`config.mk`:
```
export PLATFORM = sky130hd
export DESIGN_NAME = sensor_alarm_qualifier
export DESIGN_NICKNAME = d
export VERILOG_FILES = /design/src/rtl/sensor_alarm_qualifier.sv
export SDC_FILE = /design/constraint.sdc
export NUM_CORES = 1
export LEC_CHECK = 0
export ABC_CLOCK_PERIOD_IN_PS = 2400
export CAP_MARGIN = 10
export CORE_UTILIZATION = 55
export CTS_CLUSTER_SIZE = 12
export DETAILED_ROUTE_END_ITERATION = 10
export MAX_ROUTING_LAYER = met4
export PLACE_DENSITY = 0.76
export RECOVER_POWER = 25
export SLEW_MARGIN = 20
export SYNTH_ARGS = -nofsm -noshare
export SYNTH_HDL_FRONTEND = slang
export SYNTH_SLANG_ARGS = --single-unit
```
`constraint.sdc`:
```
create_clock -name clk -period 2.4 [get_ports clk]
set_clock_uncertainty 0.05 [all_clocks]
set_input_delay 0.48 -clock clk [delete_from_list [all_inputs] [get_ports clk]]
set_output_delay 0.48 -clock clk [all_outputs]
set_load 0.03 [all_outputs]
```
`src/rtl/sensor_alarm_qualifier.sv`:
```
// Sensor front end for the fire-alarm path: qualifies DHT temperature/humidity
// readings with hysteresis and N-sample confirmation, filters the smoke pin and flags stale sensors.

module sensor_alarm_channel #(
    parameter logic [7:0] HI        = 8'd50,
    parameter logic [7:0] LO        = 8'd45,
    parameter int         CONFIRM_N = 3
) (
    input  logic       clk,
    input  logic       rst,
    input  logic       accept,
    input  logic [7:0] data,
    output logic       flag
);

    typedef enum logic [0:0] {
        ST_NORMAL = 1'b0,
        ST_ALARM  = 1'b1
    } state_t;

    // cc counts qualifying samples already seen, so the N-th one arrives when cc == N-1
    localparam logic [3:0] CONFIRM_LAST = 4'(CONFIRM_N - 1);

    state_t     state_q;
    state_t     state_d;
    logic [3:0] cc_q;
    logic [3:0] cc_d;
    logic       flag_q;
    logic       flag_d;

    // State, confirm counter and flag registers
    always_ff @(posedge clk) begin
        if (rst) begin
            state_q <= ST_NORMAL;
            cc_q    <= 4'd0;
            flag_q  <= 1'b0;
        end else begin
            state_q <= state_d;
            cc_q    <= cc_d;
            flag_q  <= flag_d;
        end
    end

    // Next state: count consecutive qualifying accepted samples, any other sample restarts the count
    always_comb begin
        state_d = state_q;
        cc_d    = cc_q;
        if (accept) begin
            case (state_q)
                ST_NORMAL: begin
                    if (data >= HI) begin
                        if (cc_q == CONFIRM_LAST) begin
                            state_d = ST_ALARM;
                            cc_d    = 4'd0;
                        end else begin
                            cc_d    = cc_q + 4'd1;
                        end
                    end else begin
                        cc_d = 4'd0;
                    end
                end
                ST_ALARM: begin
                    if (data <= LO) begin
                        if (cc_q == CONFIRM_LAST) begin
                            state_d = ST_NORMAL;
                            cc_d    = 4'd0;
                        end else begin
                            cc_d    = cc_q + 4'd1;
                        end
                    end else begin
                        cc_d = 4'd0;
                    end
                end
                default: begin
                    state_d = ST_NORMAL;
                    cc_d    = 4'd0;
                end
            endcase
        end else begin
            state_d = state_q;
            cc_d    = cc_q;
        end
    end

    // Output: flag mirrors the next state so it is registered alongside it
    always_comb begin
        flag_d = 1'b0;
        if (state_d == ST_ALARM) begin
            flag_d = 1'b1;
        end else begin
            flag_d = 1'b0;
        end
    end

    assign flag = flag_q;

endmodule

module sensor_alarm_qualifier #(
    parameter int         CLK_FREQ     = 40_000_000,
    parameter logic [7:0] TEMP_HI      = 8'd50,
    parameter logic [7:0] TEMP_LO      = 8'd45,
    parameter logic [7:0] HUM_HI       = 8'd90,
    parameter logic [7:0] HUM_LO       = 8'd85,
    parameter int         CONFIRM_N    = 3,
    parameter int         SMOKE_FILT   = CLK_FREQ / 100 - 1,
    parameter int         STALE_CYCLES = CLK_FREQ * 3
) (
    input  logic       clk,
    input  logic       rst,
    input  logic       data_valid,
    input  logic       data_err,
    input  logic [7:0] temp_data,
    input  logic [7:0] hum_data,
    input  logic       smoke_raw,
    output logic       temp,
    output logic       hum,
    output logic       smoke,
    output logic       sensor_fault,
    output logic [7:0] sample_cnt
);

    localparam logic [31:0] FILT_LAST = (SMOKE_FILT > 0) ? 32'(SMOKE_FILT - 1) : 32'd0;
    localparam logic [31:0] STALE_LIM = 32'(STALE_CYCLES);

    logic        accept_s;
    logic [7:0]  sample_cnt_q;
    logic [7:0]  sample_cnt_d;
    logic        sync1_q;
    logic        sync1_d;
    logic        s_sync_q;
    logic        s_sync_d;
    logic        smoke_q;
    logic        smoke_d;
    logic [31:0] filt_cnt_q;
    logic [31:0] filt_cnt_d;
    logic [31:0] stale_q;
    logic [31:0] stale_d;
    logic        fault_q;
    logic        fault_d;

    assign accept_s = data_valid & ~data_err;

    sensor_alarm_channel #(
        .HI        (TEMP_HI),
        .LO        (TEMP_LO),
        .CONFIRM_N (CONFIRM_N)
    ) u_temp (
        .clk    (clk),
        .rst    (rst),
        .accept (accept_s),
        .data   (temp_data),
        .flag   (temp)
    );

    sensor_alarm_channel #(
        .HI        (HUM_HI),
        .LO        (HUM_LO),
        .CONFIRM_N (CONFIRM_N)
    ) u_hum (
        .clk    (clk),
        .rst    (rst),
        .accept (accept_s),
        .data   (hum_data),
        .flag   (hum)
    );

    // Sample counter, smoke synchronizer/filter and stale-timer registers
    always_ff @(posedge clk) begin
        if (rst) begin
            sample_cnt_q <= 8'd0;
            sync1_q      <= 1'b0;
            s_sync_q     <= 1'b0;
            smoke_q      <= 1'b0;
            filt_cnt_q   <= 32'd0;
            stale_q      <= 32'd0;
            fault_q      <= 1'b0;
        end else begin
            sample_cnt_q <= sample_cnt_d;
            sync1_q      <= sync1_d;
            s_sync_q     <= s_sync_d;
            smoke_q      <= smoke_d;
            filt_cnt_q   <= filt_cnt_d;
            stale_q      <= stale_d;
            fault_q      <= fault_d;
        end
    end

    // Accepted-sample counter wraps naturally at 8 bits
    always_comb begin
        sample_cnt_d = sample_cnt_q;
        if (accept_s) begin
            sample_cnt_d = sample_cnt_q + 8'd1;
        end else begin
            sample_cnt_d = sample_cnt_q;
        end
    end

    // Smoke: a level differing from the accepted one must persist SMOKE_FILT cycles
    always_comb begin
        sync1_d    = smoke_raw;
        s_sync_d   = sync1_q;
        smoke_d    = smoke_q;
        filt_cnt_d = 32'd0;
        if (s_sync_q == smoke_q) begin
            filt_cnt_d = 32'd0;
        end else if (filt_cnt_q >= FILT_LAST) begin
            smoke_d    = s_sync_q;
            filt_cnt_d = 32'd0;
        end else begin
            filt_cnt_d = filt_cnt_q + 32'd1;
        end
    end

    // Stale timer saturates; an accepted sample always wins over reaching the limit
    always_comb begin
        stale_d = stale_q;
        fault_d = 1'b0;
        if (accept_s) begin
            stale_d = 32'd0;
            fault_d = 1'b0;
        end else if (stale_q >= STALE_LIM) begin
            stale_d = STALE_LIM;
            fault_d = 1'b1;
        end else begin
            stale_d = stale_q + 32'd1;
            fault_d = ((stale_q + 32'd1) >= STALE_LIM);
        end
    end

    assign smoke        = smoke_q;
    assign sensor_fault = fault_q;
    assign sample_cnt   = sample_cnt_q;

endmodule

```
**Word level (Yosys, flattened, before mapping)**

Cells that the tools add are included.

- Flip-flop bits (word level): 88
- Bits of input ports: 21
- Output and inout port bits: 12
- Logic and storage cells: 62

- $add $sub $neg: 5
- Magnitude comparators: 7
- Eq/ne operators: 3
- Muxes and demuxes: 24
- Bitwise operators: 5
- Reduce and logical (&&, ||, !) cells: 4

Operators by type and width:

| kind | number |
|---|---|
| 32-bit by 1-bit adder with 32-bit output (second input constant) | 2 |
| 32-bit by 27-bit >= comparator with 1-bit output (second input constant) | 2 |
| 32-bit by 19-bit >= comparator with 1-bit output (second input constant) | 1 |
| 27-bit 2-to-1 mux | 1 |
| 4-bit 2-to-1 mux | 6 |
| 4-bit case mux with 2 select lines | 2 |
| 1-bit 2-to-1 mux | 13 |
| 4-bit by 1-bit adder with 4-bit output (second input constant) | 2 |
| 8-bit by 1-bit adder with 8-bit output (second input constant) | 1 |
| 4-bit by 2-bit == test with 1-bit output (second input constant) | 2 |
| 8-bit by 6-bit >= comparator with 1-bit output (second input constant) | 1 |
| 8-bit by 7-bit >= comparator with 1-bit output (second input constant) | 1 |
| 8-bit by 6-bit <= comparator with 1-bit output (second input constant) | 1 |
| 8-bit by 7-bit <= comparator with 1-bit output (second input constant) | 1 |
| 3-bit OR reduction | 2 |
| 1-bit inverter | 4 |
| 1-bit case mux with 2 select lines | 2 |
| 2-bit AND reduction | 1 |
| 2-bit OR reduction | 1 |
| 1-bit bitwise AND | 1 |
| 1-bit == test | 1 |

**Depth between registers and ports, before layout**

- Depth after elaboration: 6
- Depth in mapped cells: 10
- Depth with buffers taken out: 9

**Hierarchy**

A second synthesis with hierarchy kept.

- Cell total of the unflattened synthesis: 446
- Area, all modules: 3,950.0 µm²

By module, submodules not included:

| module | instances | cells each | area an instance (µm²) | sequential area each (µm²) |
|---|---|---|---|---|
| sensor_alarm_qualifier | 1 | 364 | 3,224.3 | 1,521.5 |
| sensor_alarm_channel at u_hum | 1 | 42 | 385.4 | 100.1 |
| sensor_alarm_channel at u_temp | 1 | 40 | 340.3 | 100.1 |

**Worst setup path after synthesis**

OpenSTA, ideal clock, no wires.

- Path kind: register to register
- From: register stale_q[0]
- To: register fault_q, in the netlist sensor_fault
- Library setup time: 120 ps
- Arrival: 2,000 ps
- Data required time: 2,230 ps
- Slack: 230 ps
- Cell stages (with the launch flop): 8
- Path buffers: 0
- Period minus slack after synthesis: 2,170 ps
- Path through: dfxtp_1 > ha_1 > nand4_1 > or4_4 > nor2_4 > and2_2 > a31oi_1 > o31a_1

- Longest elaborated chain between the ends: 3
- Elaborated cells between the ends (all ways): 4
- Those cells by class: add/sub (1); order compare (2); mux (1)

Ends and longest elaborated chain:

| element | RTL line | RTL |
|---|---|---|
| from (decl) | 137 | `logic [31:0] stale_q;` |
| from (signal assigned) | 184 | `stale_q <= stale_d;` |
| 32-bit by 1-bit adder with 32-bit output | 227 | `fault_d = ((stale_q + 32'd1) >= STALE_LIM);` |
| 32-bit by 27-bit >= comparator with 1-bit output | 227 |  |
| 1-bit 2-to-1 mux (*) | 222 | `end else if (stale_q >= STALE_LIM) begin` |
| to (signal assigned) | 185 | `fault_q <= fault_d;` |
| to (decl) | 139 | `logic fault_q;` |

Every way passes the cells marked *; elsewhere a longest branch is shown, timed or not.
A chain may end at the register's enable or synchronous reset.

**Worst setup path after layout**

Same ends and word-level chain as after synthesis.

==> impl_results.md <==
* Reg clk slew, reported paths at 0.09 ns
* Crit. End Element: flip-flop
* Buffers on Ports at 30
* Worst EP required at 2.58 ns
* XOR/XNOR Fraction of Synth Area at 11.99%
* Final-stage net count at 513
* Sw Ratio at 20.69%
* Critical-path top delay cell: or4_4
* Worst slew pin tran at 0.5101 ns
* Lkg Pwr at 1.692 nW
* Synth area leader: dfxtp_1
* Most common cell after layout, fill and taps aside: dfxtp_1
* Vias per cell at 5.455
* Yosys top cell area share at 45.32%
* Clk sinks at 86
* Yosys cell types at 59
* DR DRC count at 0
* Tcrit/Tclk final at 93.07%
* Layout cells sized above 1 at 9.631%
* Crit-path max cell delay at 0.59 ns
* Inserted Diodes at 0
* First-pass GRT wire length at 12020 um
* HPWL after DPL at 4877 um
* CP arrival at 2.42 ns
* Htree depth at 3
* Worst Hold Class: reg2reg
* Post-synthesis adder-cell area fraction at 2.964%
* Slew HR at 65.87%
* Vias in the first global route at 2853
* Post-synth EDFFs at 0
* Mux contribution to synthesized area at 0.2635%
* Min Tclk post-route at 2.234 ns
* Root Buffer: clkbuf_8
* Avg Inst Size Synth at 9.044 sq um
* Finish-stage setup viols at 0
* Remaining antenna violation count at 0
* TritonCTS clock tree: built
* YS warnings at 0
* Post-Synth Simple-Gate Area at 27.40%
* Critical path peak fanout at 6
* Fmax at 447.7 MHz
* Starting density of the core at 58.49%
* Final Hold Fails at 0
* P_sw at 0.5874 mW
* Grt ovf at 0
* Share of total power in the clock network at 42.8%
* PwrDens at 621.2 nW/um^2
* Critical path class: reg2reg
* Rows at 29
* Largest family of logic cells by synthesized area: simple AND/OR/NAND/NOR gates
* Largest net degree at the start of global routing at 19
* Area growth from synthesis to final layout at 20.32%
* Core Footprint at 6495 sq um
* Mapped Cells at 420
* Status: finished, final reports clean
* Total track usage at 21.28%
* Die area at 7243 sq um
* Antenna violations before repair at 0
* Sequential power share at 52.5%
* Post-synthesis sequential area ratio at 45.32%
* Combinational power share at 4.6%
* Worst-case vdd ir drop at 0.5287 mV
* Synth Cell Area at 3799 sq um
* Die W at 85.11 um
* Ys async rst share at 0%
* Die Y at 85.11 um
* Area contributors post-synth: dfxtp_1, xor2_1, nor2_1
* Routability cong. at 0.8969
* I/O pin count at 33
* Detailed-route wire length at 6812 um
* Initial DRC count at 156
* Deepest clock path buffer count at 2
* Slew Viols, Final at 0
* Pint at 2.252 mW
* RSZ-0062 raised after global routing: no
* DRT Pass-1 Iters at 5
* Worst-skew pair later-pin latency at 0.35 ns
* DR vias at 3082
* Most used DFF post-synth: dfxtp_1
* CTS buffer count at 9
* Per-cell routed wire length at 12.06 um
* #FFs+latches synth at 86
* Overall power at 2.839 mW
* Max Cap Viol at 0
* Setup TNS at 0 ns
* CP Launch Type: flip-flop
* Compound-Gate Fraction of Synth Area at 9.717%
* Commonest non-fill, non-tap cells in the layout: dfxtp_1, nor2_1, nand2_1, xor2_1, clkdlybuf4s50_1
* Crit path cell chain: ha_1 -> nand4_1 -> or4_4 -> nor2_4 -> and2_2 -> a31oi_1 -> o31a_1
## stage by stage
step	hold slack, ns	cells	util [%]	setup slack (ns)	cell area (sq um)
3_3_place_gp	0.3684	549	66.77	0.1375	4337
4_1_cts	0.4188	565	70.58	0.1753	4584
5_1_grt	0.4208	565	70.37	0.008465	4571
6_report	0.4118	565	70.37	0.1663	4571
2_1_floorplan	0.3638	437	-	0.2298	3862
3_5_place_dp	0.4076	549	66.77	0.09013	4337
## power groups by stage
stage	registers [mW]	clock network [mW]	logic (mW)
CTS	1.49	1.24	0.137
global placement	1.52	0	0.134
global route	1.50	1.30	0.148
floorplan	1.53	0	0.0714
detailed placement	1.53	0	0.136
finish	1.49	1.22	0.132
## worst paths after layout
| path | startpoint | endpoint | slack (ns) | cells after the start |
|---|---|---|---|---|
| min | s_sync_d | s_sync_q | 0.41 | 1 |
| max reg2reg | stale_q[0] | sensor_fault | 0.17 | 7 |
| max | stale_q[0] | sensor_fault | 0.17 | 7 |
| min reg2reg | s_sync_d | s_sync_q | 0.41 | 1 |
## critical path: cells and delay by family, from the launching register on
kind	cells	cell delay (ns)
compound gates	2	0.38
fa+ha+maj	1	0.18
flops	1	0.36
simple gates	4	1.15
## final cells by class
| class | instances | area [sq um] |
|---|---|---|
| Multi-Input combinational cell | 330 | 2062 |
| Inverter | 12 | 45.04 |
| Clock inverter | 5 | 106.4 |
| Sequential cell | 86 | 1722 |
| Tap cell | 77 | 96.34 |
| Clock buffer | 11 | 141.4 |
| Timing Repair Buffer | 44 | 397.9 |
| Fill cell | 491 | 1924 |
## per-layer routing
layer	GRT usage, %	share of wire [%]
met4	5.085	0.78
met3	7.004	5.0
met1	24.83	46
met5	-	0
met2	35.48	48
## timing repair
| action | in CTS | in global routing |
|---|---|---|
| gates resized for setup | 0 | 1 |
| setup buffers | 0 | 0 |
| hold buffers | 0 | 0 |
| endpoints found under the setup margin | 0 | 1 |
## cells by family (layout without fill, tap and decap cells)
group	after synthesis	count (layout)
mux	1	1
fa+ha+maj	9	9
flops	86	86
xor+xnor	52	52
other cells	1	18
compound gates	58	58
simple gates	192	192
buf+inv	21	72
## Yosys cell counts, types with 3 or more instances
cell and count:
xnor2_1 23, nand2_1 29, a21oi_1 18, ha_1 9
a211oi_1 3, nor4_1 4, and4_1 4, nand4_1 13
nand4b_1 4, o211ai_1 4, nor2_1 66, inv_1 12
o21ai_0 13, dfxtp_1 86, nand3_1 20, nor4b_1 3
nor3_1 10, nor2b_1 6, and3_1 10, clkbuf_1 5
a31oi_1 4, xor2_1 29
## registers in the layout, summed over array words and instances, names as in the netlist, 4 cells and up
| name | count |
|---|---|
| filt_cnt_q | 32 |
| sample_cnt | 8 |
| u_hum.cc_q | 4 |
| stale_q | 32 |
| u_temp.cc_q | 4 |
Note: power is estimated with default switching activity, not from simulation.
